`config.mk`:
```
export PLATFORM = sky130hd
export DESIGN_NAME = load_store_unit
export DESIGN_NICKNAME = d
export VERILOG_FILES = /design/src/rtl/load_store_unit.sv
export SDC_FILE = /design/constraint.sdc
export NUM_CORES = 1
export LEC_CHECK = 0
export CORE_ASPECT_RATIO = 1.5
export CORE_MARGIN = 4
export CORE_UTILIZATION = 23
export DETAILED_ROUTE_END_ITERATION = 12
export GPL_TIMING_DRIVEN = 0
export HOLD_SLACK_MARGIN = 0.15
export PLACE_DENSITY = 0.5
export SLEW_MARGIN = 20
export SYNTH_ARGS = -nofsm -noshare
export SYNTH_HDL_FRONTEND = slang
export SYNTH_SLANG_ARGS = --single-unit
```
`constraint.sdc`:
```
create_clock -name clk -period 2.1 [get_ports clk]
set_input_delay 0.42 -clock clk [delete_from_list [all_inputs] [get_ports clk]]
set_output_delay 0.42 -clock clk [all_outputs]
set_load 0.01 [all_outputs]
```
`src/rtl/load_store_unit.sv`:
```
// Load/store stage between the ALU/register file and data memory: aligns stores
// into byte lanes, extends loads, and flags misaligned or illegal accesses.
module load_store_unit #(
  parameter int DATA_WIDTH = 32,
  parameter int ADDR_WIDTH = 32
) (
  input  logic                  clk,
  input  logic                  reset,
  input  logic                  start,
  input  logic                  is_store,
  input  logic [2:0]            funct3,
  input  logic [ADDR_WIDTH-1:0] addr,
  input  logic [DATA_WIDTH-1:0] store_data,
  output logic                  busy,
  output logic                  done,
  output logic                  fault,
  output logic [DATA_WIDTH-1:0] load_data,
  output logic                  mem_req,
  output logic                  mem_we,
  output logic [ADDR_WIDTH-1:0] mem_addr,
  output logic [3:0]            mem_wstrb,
  output logic [DATA_WIDTH-1:0] mem_wdata,
  input  logic                  mem_ready,
  input  logic [DATA_WIDTH-1:0] mem_rdata
);

  typedef enum logic [1:0] {IDLE, REQ, DONE} state_t;

  state_t state, state_next;

  logic       fault_q;
  logic       we_q;
  logic [2:0] funct3_q;
  logic [1:0] lane_q;

  logic                  start_fault;
  logic [3:0]            start_wstrb;
  logic [DATA_WIDTH-1:0] start_wdata;
  logic [7:0]            rd_byte;
  logic [15:0]           rd_half;
  logic [DATA_WIDTH-1:0] load_ext;

  // funct3[1:0] gives the access size; funct3[2] is only legal as the unsigned flag on LBU/LHU
  always_comb begin
    start_fault = 1'b0;
    start_wstrb = 4'b0000;
    start_wdata = store_data;
    case (funct3[1:0])
      2'b00: begin
        start_wstrb = 4'b0001 << addr[1:0];
        start_wdata = {4{store_data[7:0]}};
      end
      2'b01: begin
        start_fault = addr[0];
        start_wstrb = 4'b0011 << addr[1:0];
        start_wdata = {2{store_data[15:0]}};
      end
      2'b10: begin
        start_fault = (addr[1:0] != 2'b00);
        start_wstrb = 4'b1111;
      end
      default: start_fault = 1'b1;
    endcase
    if (funct3[2] && (is_store || funct3[1]))
      start_fault = 1'b1;
    if (!is_store)
      start_wstrb = 4'b0000;
  end

  always_comb begin
    rd_byte  = mem_rdata[8*lane_q +: 8];
    rd_half  = mem_rdata[16*lane_q[1] +: 16];
    load_ext = mem_rdata;
    case (funct3_q)
      3'b000:  load_ext = {{24{rd_byte[7]}}, rd_byte};
      3'b001:  load_ext = {{16{rd_half[15]}}, rd_half};
      3'b100:  load_ext = {24'd0, rd_byte};
      3'b101:  load_ext = {16'd0, rd_half};
      default: load_ext = mem_rdata;
    endcase
  end

  always_comb begin
    state_next = state;
    case (state)
      IDLE:    if (start) state_next = start_fault ? DONE : REQ;
      REQ:     if (mem_ready) state_next = DONE;
      DONE:    state_next = IDLE;
      default: state_next = IDLE;
    endcase
  end

  // Request fields are captured once at acceptance so they stay stable through memory wait states
  always_ff @(posedge clk) begin
    if (reset) begin
      state     <= IDLE;
      fault_q   <= 1'b0;
      we_q      <= 1'b0;
      funct3_q  <= 3'b000;
      lane_q    <= 2'b00;
      mem_addr  <= '0;
      mem_wstrb <= 4'b0000;
      mem_wdata <= '0;
      load_data <= '0;
    end else begin
      state <= state_next;
      if (state == IDLE && start) begin
        fault_q   <= start_fault;
        we_q      <= is_store;
        funct3_q  <= funct3;
        lane_q    <= addr[1:0];
        mem_addr  <= {addr[ADDR_WIDTH-1:2], 2'b00};
        mem_wstrb <= start_wstrb;
        mem_wdata <= start_wdata;
      end
      if (state == REQ && mem_ready && !we_q)
        load_data <= load_ext;
    end
  end

  assign busy    = (state != IDLE);
  assign done    = (state == DONE);
  assign fault   = done && fault_q;
  assign mem_req = (state == REQ);
  assign mem_we  = mem_req && we_q;

endmodule

```
======== After elaboration in Yosys (flattened, before gate mapping) ========
Index checks and enable logic that the tools add are counted.
word-level totals
  flip-flop bits (word level) ............. 107
  input bits .............................. 104
  output and inout bits ................... 105
  word-level logic and storage cells ...... 46
operators by class
  equal/unequal tests ..................... 9
  shift-type cells ........................ 4
  muxes and demuxes ....................... 10
  reduce and logical (&&, ||, !) cells .... 14
operators with widths
  cell                                                                      count
  32-bit one-hot mux with 4 select lines                                    1
  32-bit one-hot mux with 2 select lines                                    1
  32-bit by 6-bit indexed part select with 16-bit output                    1
  32-bit by 6-bit indexed part select with 8-bit output                     1
  4-bit one-hot mux with 3 select lines                                     1
  3-bit == test (second input constant)                                     2
  1-bit logical AND                                                         6
  2-bit 2-to-1 mux                                                          3
  2-bit by 1-bit == test with 1-bit output (second input constant)          2
  2-bit == test (second input constant)                                     2
  2-bit logical NOT                                                         2
  4-bit 2-to-1 mux                                                          1
  2-bit one-hot mux with 2 select lines                                     1
  2-bit nonzero test                                                        2
  1-bit by 2-bit << shifter with 4-bit output (first input constant)        1
  2-bit by 2-bit << shifter with 4-bit output (first input constant)        1
  3-bit by 1-bit == test with 1-bit output (second input constant)          1
  3-bit logical NOT                                                         1
  1-bit one-hot mux with 3 select lines                                     1
  2-bit by 1-bit inequality test with 1-bit output (second input constant)  1
  2-bit inequality test (second input constant)                             1
  2-bit AND reduction                                                       1
  1-bit logical NOT                                                         1
  1-bit logical OR                                                          1
  1-bit 2-to-1 mux                                                          1

======== Logic depth before layout (Yosys ltp) ========
Gate-level depths: netlist (run 1).
  depth after elaboration ................. 6
  mapped depth ............................ 7
  depth with buffers taken out ............ 4

======== Least setup slack after synthesis (run 1) ========
No wires, ideal clock.
  path type ............................... register to register
  from .................................... register lane_q[0]
  to ...................................... register load_data[20]
  library setup time ...................... 143 ps
  data arrival time ....................... 1438 ps
  data required time ...................... 1957 ps
  slack ................................... 518 ps
  cell stages (with the launch flop) ...... 7
  period minus slack after synthesis ...... 1582 ps
  cell sequence ........................... dfxtp_1 buf_2 nor4_1 a2111oi_2 a31oi_2 buf_6 a211oi_2
on the way
  word-level cells in the longest chain between the ends .. 2
RTL lines
  what                                                   line  source
  from (decl)                                            34    logic [1:0] lane_q;
  from (signal assigned)                                 111   lane_q <= addr[1:0];
  32-bit by 6-bit indexed part select with 8-bit output  71    rd_byte = mem_rdata[8*lane_q +: 8];
  32-bit one-hot mux with 4 select lines                 74    case (funct3_q)
  to (signal assigned)                                   117   load_data <= load_ext;
  to (decl)                                              17    output logic [DATA_WIDTH-1:0] load_data,
Every way passes these cells.
A chain may end at the register's enable or synchronous reset.

======== Worst setup path in the final report (run 1) ========
  from .................................... register state[1]
  to ...................................... output port fault
on the way
  word-level cells in the longest chain between the ends .. 2
RTL lines
  what                    line  source
  from (decl)             29    state_t state, state_next;
  from (signal assigned)  106   state <= state_next;
  2-bit == test           122   assign done = (state == DONE);
  1-bit logical AND       123   assign fault = done && fault_q;
  to (decl)               16    output logic fault,
Every way passes these cells.

==> impl_metrics.tcl, run 1 <==
set metrics [dict create \
    htree_num_levels 3 \
    grt_usage_pct 15.9 \
    cp_data_required_time_ns 1.68 \
    ys_ff_latch 107 \
    cp_data_arrival_time_ns 1.62 \
    timing.critical_path.buf_inv 1 \
    drive_gt1_share_pct 7.61 \
    clock_path_buffers 2 \
    min_path_cells 2 \
    critPathMaxFanout 9 \
    routed_wirelength_mm 19.0 \
    power.total_mw 5.18 \
    clkPwrFrac_pct 34.8 \
    max_slew_margin_pct 56.3 \
    worstMarginPinSlew_ns 0.656 \
    avgSynthCellArea_um2 8.09 \
    final_cell_count_no_fill 1080 \
    worst_setup_path_end_kind "output pin" \
    power_frac_seq_pct 43.0 \
    power_frac_comb_pct 22.3 \
    synthToLayoutAreaGrowth_pct 56.7 \
    synth_most_common_cell "nand2_1" \
    core_area_um2 20500 \
    io_pins 209 \
    critPathSlowestCell "clkdlybuf4s50_1" \
    power_leakage_nw 2.72 \
    period_minus_slack_ns 2.04 \
    r2r_end "load_data[20]" \
    fin_area_um2 7560 \
    cp-start-kind "flip-flop" \
    setup_violations 0 \
    pwr_density_cell_nw_per_um2 686 \
    clk_pin_slew_worst_paths_ns 0.07 \
    yosys-top-cells-count "nand2_1 (148), dfxtp_1 (107), a21oi_1 (70)" \
    final_nets 915 \
    drtIter0Drc 167 \
    rows 64 \
    drv_slew 0 \
    grt_setup_unrepaired "false" \
    placement.io_buffers 205 \
    ys_seq_area_share_pct 44.4 \
    antenna_found_initial 1 \
    rrSetupSlack_ns 0.16 \
    ant_nets 0 \
    via_per_inst 4.59 \
    max_freq_ghz 0.490 \
    drv_cap 0 \
    grt_overflow 0 \
    route.vias.total 4956 \
    gp_congestion 0.824 \
    rr_worst_depth 6 \
    worstReg2RegStart "lane_q[0]" \
    post-place-cells 1066 \
    async_reset_ff_share_pct 0 \
    grt_pass1_wl_mm 29.0 \
    finalHoldViolations 0 \
    cp_top_family "buffers and inverters" \
    internal-power_mw 3.76 \
    p_sw_mw 1.42 \
    synth_flop_cell "dfxtp_1" \
    min-delay-start "mem_wdata[24]" \
    synth_area_leaders "dfxtp_1 (44%), nand2_1 (12%), a21oi_1 (7.3%), mux2i_1 (5.0%), nor2_1 (4.4%)" \
    hold_path_class "reg2reg" \
    regArea_um2 2150 \
    whs_endpoint "mem_wdata[24]" \
    multi_input_area_um2 2460 \
    synth_top_area_share_pct 44.4 \
    syn-cell-area_um2 4820 \
    synth_edf_count 0 \
    path_class "reg2out" \
    skew_ns 0.00808 \
    numCtsBuffers 9 \
    dp_hpwl_mm 14.9 \
    status "complete, no violations" \
    drc_errors 0 \
    grt_pass1_vias 4986 \
    ctsHoldBuffers 0 \
    synth.largest_area_cell "dfxtp_1" \
    fin_crit_sh_pct 97.2 \
    worstSkewPairLatency_ns 0.35 \
    dieArea_um2 23400 \
    placed_area_um2 7210 \
    synthCells 596 \
    cts_tree "done" \
    ys_types 43 \
    fp.dieH_um 185 \
    die_w_um 126 \
    swShare_pct 27.4 \
    fill_cells 2165 \
    post-cts-setup-buffers 0 \
    cts.sinks 107 \
    dr.pass1.iters 4 \
    grt_max_degree 17 \
    fin_setup_tns_ns 0 \
    root_buffer "clkbuf_16" \
    worst_path_largest_cell_delay_ns 0.56 \
    initial_core_util_pct 23.5 \
    crit_path_start "state[1]" \
    ys_warn_count 0 \
    wire_per_inst_um 17.6 \
    ir_drop_mv 0.327 \
    crit_chain "nor2b_2 > and2_1 > clkdlybuf4s50_1" \
]
[registers in the layout, indices dropped and copies added, names as in the netlist]
name       count
funct3_q       3
fault_q        1
mem_wstrb      4
mem_wdata     32
load_data     32
mem_addr      30
state          2
we_q           1
lane_q         2
[final cells by class]
class | instances | area share (%)
Tap cell | 264 | 4.37
Clock inverter | 3 | 0.613
Timing Repair Buffer | 205 | 27.2
Inverter | 4 | 0.199
Sequential cell | 107 | 28.4
Multi-Input combinational cell | 432 | 32.5
Clock buffer | 12 | 3.53
Buffer | 52 | 3.11
Antenna cell | 1 | 0.0331
[metrics by stage]
| stage | setup WS [ns] | utilization, % | hold slack (ns) |
|---|---|---|---|
| after floorplan | 0.518 | - | 0.432 |
| after global placement | -0.489 | 35.2 | 0.441 |
| after detailed placement | -0.510 | 35.2 | 0.446 |
| after CTS | 0.000387 | 36.7 | 0.457 |
| after global routing | 0.00831 | 36.9 | 0.475 |
| final | 0.0583 | 36.9 | 0.454 |
[metal layers]
layer | global-route usage [%] | vias up | routed length [um]
li1 | - | 2488 | -
met1 | 17.9 | 2269 | 7510
met2 | 28.7 | 172 | 9920
met3 | 3.75 | 27 | 1080
met4 | 6.35 | 0 | 513
met5 | 0 | - | 0
[what timing repair did]
action / in CTS / in global routing
resized for setup: 3 / 8
cloned: 0 / 0
pin swaps: 0 / 1
endpoints found under the setup margin: 13 / 31
[worst max path at each step]
stage                         end  slack, ns  cells past startpoint
floorplan           load_data[20]       0.52                      6
global placement      funct3_q[1]      -0.49                      5
detailed placement    funct3_q[1]      -0.51                      5
CTS                        mem_we     0.0004                      4
global route                fault      0.008                      3
finish                      fault       0.06                      3
[logic make-up after synthesis]
kind of cell,Yosys count,synth area share (%)
AOI/OAI and AO/OA,161,22.3
buffers and inverters,58,5.32
DFF,107,44.4
muxes,32,7.08
other,1,0.0778
and+or+nand+nor,237,20.8
[worst reg2reg max path, cell delays in order (launching register included)]
cell,delay (ns)
dfxtp_1,0.31
buf_2,0.18
nor4_1,0.51
a2111oi_4,0.13
a31oi_4,0.38
buf_6,0.23
a211oi_2,0.08
[power groups by stage]
stage	clock network (mW)	logic, mW	registers [mW]
floorplan	0	0.463	2.32
finish	1.80	1.15	2.23
global route	1.92	1.26	2.24
CTS	1.87	1.16	2.23
global placement	0	1.16	2.27
detailed placement	0	1.16	2.27
[layout by cell type, fill, tap and decap left out, types with 4 or more instances in the layout]
master,n
clkbuf_1,29
clkdlybuf4s50_1,204
nor2_1,57
nand2_1,148
clkbuf_16,9
inv_1,4
a211oi_2,10
o221ai_1,7
nand3b_1,9
dfxtp_1,105
a21oi_1,70
mux2_2,7
buf_1,4
a311oi_1,9
buf_4,4
a211oi_1,21
o22a_1,7
o21ai_0,21
mux2i_1,24
a22oi_1,7
buf_2,13
Power figures use the tool's default switching activity.
==> run 2, diff against run 1 <==
CORE_ASPECT_RATIO = 1.25   (was 1.5)
==> run 2 against run 1 <==
  * Fmax increased by 2.1%
  * Global-route usage grew 0.14 points
  * Core utilization barely moved
  * Register-to-register slack better by 0.07 ns
  * Setup slack improved by 0.042 ns
  * Sequential share of layout area up 0.080 points
  * Power down 1.8%
  * Sequential cell count did not move
  * Largest power group unchanged
  * Die area is 0.14% lower
  * Combinational power is essentially flat
  * Hold slack got worse by 0.00092 ns
==> impl_metrics.tcl, run 2 (same netlist as run 1, synthesis figures left out) <==
set metrics [dict create \
    placed_area_um2 7220 \
    cts.sinks 107 \
    clk_pin_slew_worst_paths_ns 0.07 \
    antenna_found_initial 1 \
    hold_ws_ns 0.453 \
    cp_data_arrival_time_ns 2.27 \
    ir_drop_mv 0.350 \
    htree_num_levels 3 \
    drv_slew 0 \
    crit_path_start "mem_rdata[31]" \
    cp_top_family "buffers and inverters" \
    cp_data_required_time_ns 2.37 \
    wire_per_inst_um 17.4 \
    period_minus_slack_ns 2.00 \
    final_cell_count_no_fill 1087 \
    grt_overflow 0 \
    power.total_mw 5.09 \
    grt_setup_unrepaired "false" \
    pwr_density_cell_nw_per_um2 676 \
    fin_util_pct 36.9 \
    power_frac_seq_pct 43.8 \
    grt_pass1_wl_mm 28.7 \
    drc_errors 0 \
    dp_hpwl_mm 14.6 \
    reg_top3 "load_data (32), mem_wdata (32), mem_addr (30)" \
    skew_ns 0.00593 \
    hold_path_class "reg2reg" \
    worst_path_largest_cell_delay_ns 0.63 \
    fin_setup_tns_ns 0 \
    critPathSlowestCell "clkdlybuf4s50_1" \
    top_usage_layer "met2" \
    rows 58 \
    grt_max_degree 17 \
    clkPwrFrac_pct 33.7 \
    swShare_pct 28.0 \
    path_class "in2reg" \
    worst_setup_path_end_kind "flip-flop" \
    grt_usage_pct 16.0 \
    grt_pass1_vias 4902 \
    placement.io_buffers 205 \
    fp.dieH_um 170 \
    ant_nets 0 \
    cp-start-kind "input pin" \
    clock_path_buffers 2 \
    fin_area_um2 7530 \
    use_met2_pct 26.7 \
    worstReg2RegStart "lane_q[0]" \
    routed_wirelength_mm 18.9 \
    setup_violations 0 \
    core_area_um2 20400 \
    max_freq_ghz 0.500 \
    post-cts-setup-buffers 0 \
    drv_cap 0 \
    gp_congestion 0.863 \
    final_common_cell "clkdlybuf4s50_1" \
    ctsHoldBuffers 0 \
    post-place-cells 1072 \
    grt_use_met3_pct 3.58 \
    route.vias.total 4984 \
    timing.critical_path.buf_inv 2 \
    critPathMaxFanout 10 \
    synthToLayoutAreaGrowth_pct 56.1 \
    final_cell_mix "clkdlybuf4s50_1 (202), nand2_1 (148), dfxtp_1 (105), a21oi_1 (70), nor2_1 (57)" \
    p_sw_mw 1.43 \
    internal-power_mw 3.66 \
    max_slew_margin_pct 54.7 \
    worstSkewPairLatency_ns 0.35 \
    initial_core_util_pct 23.6 \
    root_buffer "clkbuf_16" \
    io_pins 209 \
    via_per_inst 4.59 \
    crit_chain "clkdlybuf4s50_1 > mux2i_1 > a2111oi_2 > a31oi_4 > buf_6 > a211oi_2" \
    cts_tree "done" \
    grtUsageMet1_pct 19.7 \
    fin_crit_sh_pct 95.2 \
    dieArea_um2 23400 \
    min-delay-start "mem_addr[20]" \
    die_w_um 138 \
    finalHoldViolations 0 \
    worstMarginPinSlew_ns 0.680 \
    numCtsBuffers 9 \
    drive_gt1_share_pct 7.48 \
    status "complete, no violations" \
    power_frac_comb_pct 22.5 \
    power_leakage_nw 2.73 \
    final_nets 916 \
    fin_ws_ns 0.101 \
    dp_slack_ns -0.484 \
    drtIter0Drc 244 \
    dr.pass1.iters 5 \
]
==> run 2: path summary, 6_finish.rpt <==
| check | end | slack, ns | depth (start not counted) |
|---|---|---|---|
| hold / removal | mem_addr[20] | 0.45 | 2 |
| hold reg to reg | mem_addr[20] | 0.45 | 2 |
| setup reg to reg | load_data[10] | 0.23 | 4 |
| setup / recovery | load_data[25] | 0.10 | 6 |
==> run 2: area by class of cell <==
type | count | area [um^2]
fill | 2167 | 12900
multi-input combinational | 432 | 2440
sequential | 107 | 2150
timing repair buffer | 205 | 2060
tap | 270 | 338
buffer | 53 | 240
clock buffer | 11 | 233
clock inverter | 4 | 51.3
inverter | 4 | 15.0
antenna | 1 | 2.50
==> run 2: repair_timing <==
| item | CTS | global route |
|---|---|---|
| hold endpoints to repair | 0 | 0 |
| endpoints found under the setup margin | 15 | 26 |
| pin swaps | 0 | 1 |
| resized for setup | 5 | 7 |
==> run 2: per-layer routing <==
layer,vias to the layer above,wire [um]
li1,2495,-
met1,2293,7980
met5,-,0
met4,0,541
met2,170,9160
met3,26,1240
==> run 2: power by group through the flow <==
stage | combinational (mW) | sequential, mW | clock (mW)
finish | 1.14 | 2.23 | 1.72
global route | 1.25 | 2.25 | 1.84
CTS | 1.16 | 2.23 | 1.78
detailed placement | 1.16 | 2.27 | 0
global placement | 1.16 | 2.27 | 0
floorplan | 0.463 | 2.32 | 0
==> run 2: tightest hold or removal path, stage by stage (launching register included) <==
cell and delay (ns):
dfxtp_1 0.31, nand2_1 0.05, a21oi_1 0.05
==> run 3, diff against run 2 <==
CELL_PAD_IN_SITES_DETAIL_PLACEMENT = 0   (was default)
CELL_PAD_IN_SITES_GLOBAL_PLACEMENT = 2   (was default)
PLACE_DENSITY = 0.81   (was 0.5)
==> run 3 against run 2 <==
  * Global-route usage increased by 0.33 points
  * Fmax decreased by 1.4%
  * Die area unchanged
  * Largest power group unchanged
  * Clock skew increased by 0.0017 ns
==> impl_metrics.tcl, run 3 (same netlist as run 1, synthesis figures left out) <==
set metrics [dict create \
    cp-start-kind "flip-flop" \
    period_minus_slack_ns 2.03 \
    fin_util_pct 36.9 \
    dr.pass1.iters 5 \
    pwr_density_cell_nw_per_um2 680 \
    grt_usage_pct 16.3 \
    routed_wirelength_mm 19.2 \
    final_cell_count_no_fill 1085 \
    diodes 0 \
    cts.sinks 107 \
    ctsHoldBuffers 0 \
    post-cts-setup-buffers 0 \
    drv_slew 0 \
    placed_area_um2 7220 \
    drive_gt1_share_pct 7.48 \
    core_area_um2 20400 \
    clock_path_buffers 2 \
    ir_drop_mv 0.356 \
    fp.dieH_um 170 \
    finalHoldViolations 0 \
    route.vias.total 4993 \
    cts_tree "done" \
    dp_hpwl_mm 14.8 \
    grt_pass1_vias 4953 \
    synthToLayoutAreaGrowth_pct 56.0 \
    path_class "reg2out" \
    status "complete, no violations" \
    wire_per_inst_um 17.7 \
    power.total_mw 5.12 \
    worstMarginPinSlew_ns 0.744 \
    critPathMaxFanout 9 \
    fin_area_um2 7520 \
    grt_max_degree 17 \
    multi_input_area_um2 2440 \
    worst_setup_path_end_kind "output pin" \
    drv_cap 0 \
    cp_data_required_time_ns 1.68 \
    setup_violations 0 \
    drc_errors 0 \
    max_freq_ghz 0.493 \
    fin_crit_sh_pct 96.6 \
    final_common_cell "clkdlybuf4s50_1" \
    htree_num_levels 3 \
    cp_data_arrival_time_ns 1.61 \
    antenna_found_initial 0 \
    ctsResizeCount 3 \
    regArea_um2 2150 \
    initial_core_util_pct 23.6 \
    skew_ns 0.00758 \
    max_slew_margin_pct 50.4 \
    gp_congestion 0.804 \
    post-place-cells 1072 \
    clk_pin_slew_worst_paths_ns 0.07 \
    grt_overflow 0 \
    power_leakage_nw 2.69 \
    placement.io_buffers 205 \
    ant_nets 0 \
    drtIter0Drc 206 \
    fill_cells 2155 \
    final_nets 915 \
    numCtsBuffers 9 \
    final_cell_mix "clkdlybuf4s50_1 (204), nand2_1 (148), dfxtp_1 (105), a21oi_1 (70), nor2_1 (57)" \
    worstSkewPairLatency_ns 0.35 \
    io_pins 209 \
    root_buffer "clkbuf_16" \
    grt_pass1_wl_mm 29.4 \
    dieArea_um2 23400 \
    rows 58 \
    die_w_um 138 \
    reg_top3 "load_data (32), mem_wdata (32), mem_addr (30)" \
    via_per_inst 4.60 \
    hold_path_class "reg2reg" \
]
## run 3: cell count changes in the layout (fill, tap and decap cells not counted), sizes merged
cell	previous run	this run
clkdlybuf4s50	202	204
buf	22	21
inv	5	4
dlymetal6s2s	2	0
diode	1	0
clkinv	1	2
## run 3: stage by stage
step	setup TNS [ns]	hold slack, ns	worst slack, ns
floorplan	0	0.432	0.518
global placement	-18.47	0.438	-0.499
detailed placement	-17.38	0.446	-0.443
CTS	0	0.456	0.0293
global route	-0.158	0.474	-0.0482
finish	0	0.453	0.0722
## run 3: layout make-up
class,instances,share of cell area [%]
clock inverters,4,0.682
flip-flops and latches,107,28.5
clock buffers,11,3.23
well taps,270,4.49
multi-input cells,432,32.5
plain buffers,52,3.14
repair buffers,205,27.3
inverters,4,0.200
## run 3: worst max-delay path, stage by stage, from the launching register on
cell and delay (ns):
dfxtp_4 0.40, nor2b_1 0.16, and2_1 0.13, clkdlybuf4s50_1 0.57
## run 3: final timing paths
kind,start,endpoint,slack (ns),depth (start not counted)
setup / recovery,state[1],fault,0.07,3
hold / removal,mem_wdata[25],mem_wdata[25],0.45,2
setup reg to reg,lane_q[0],load_data[13],0.20,4
hold reg to reg,mem_wdata[25],mem_wdata[25],0.45,2
## run 3: power by group
group / switching [mW] / internal, mW / leakage [nW] / total, mW
registers: 0.0695 / 2.16 / 0.878 / 2.23
logic: 0.567 / 0.582 / 1.67 / 1.15
clock network: 0.790 / 0.953 / 0.142 / 1.74
total: 1.43 / 3.69 / 2.69 / 5.12
## run 3: routing by layer
metal / share of wire (%) / global-route usage [%] / up-vias
met5: 0 / 0 / -
met2: 50 / 28.2 / 184
met3: 7.2 / 4.41 / 23
met4: 2.0 / 4.95 / 0
met1: 41 / 19.6 / 2301
li1: - / - / 2485
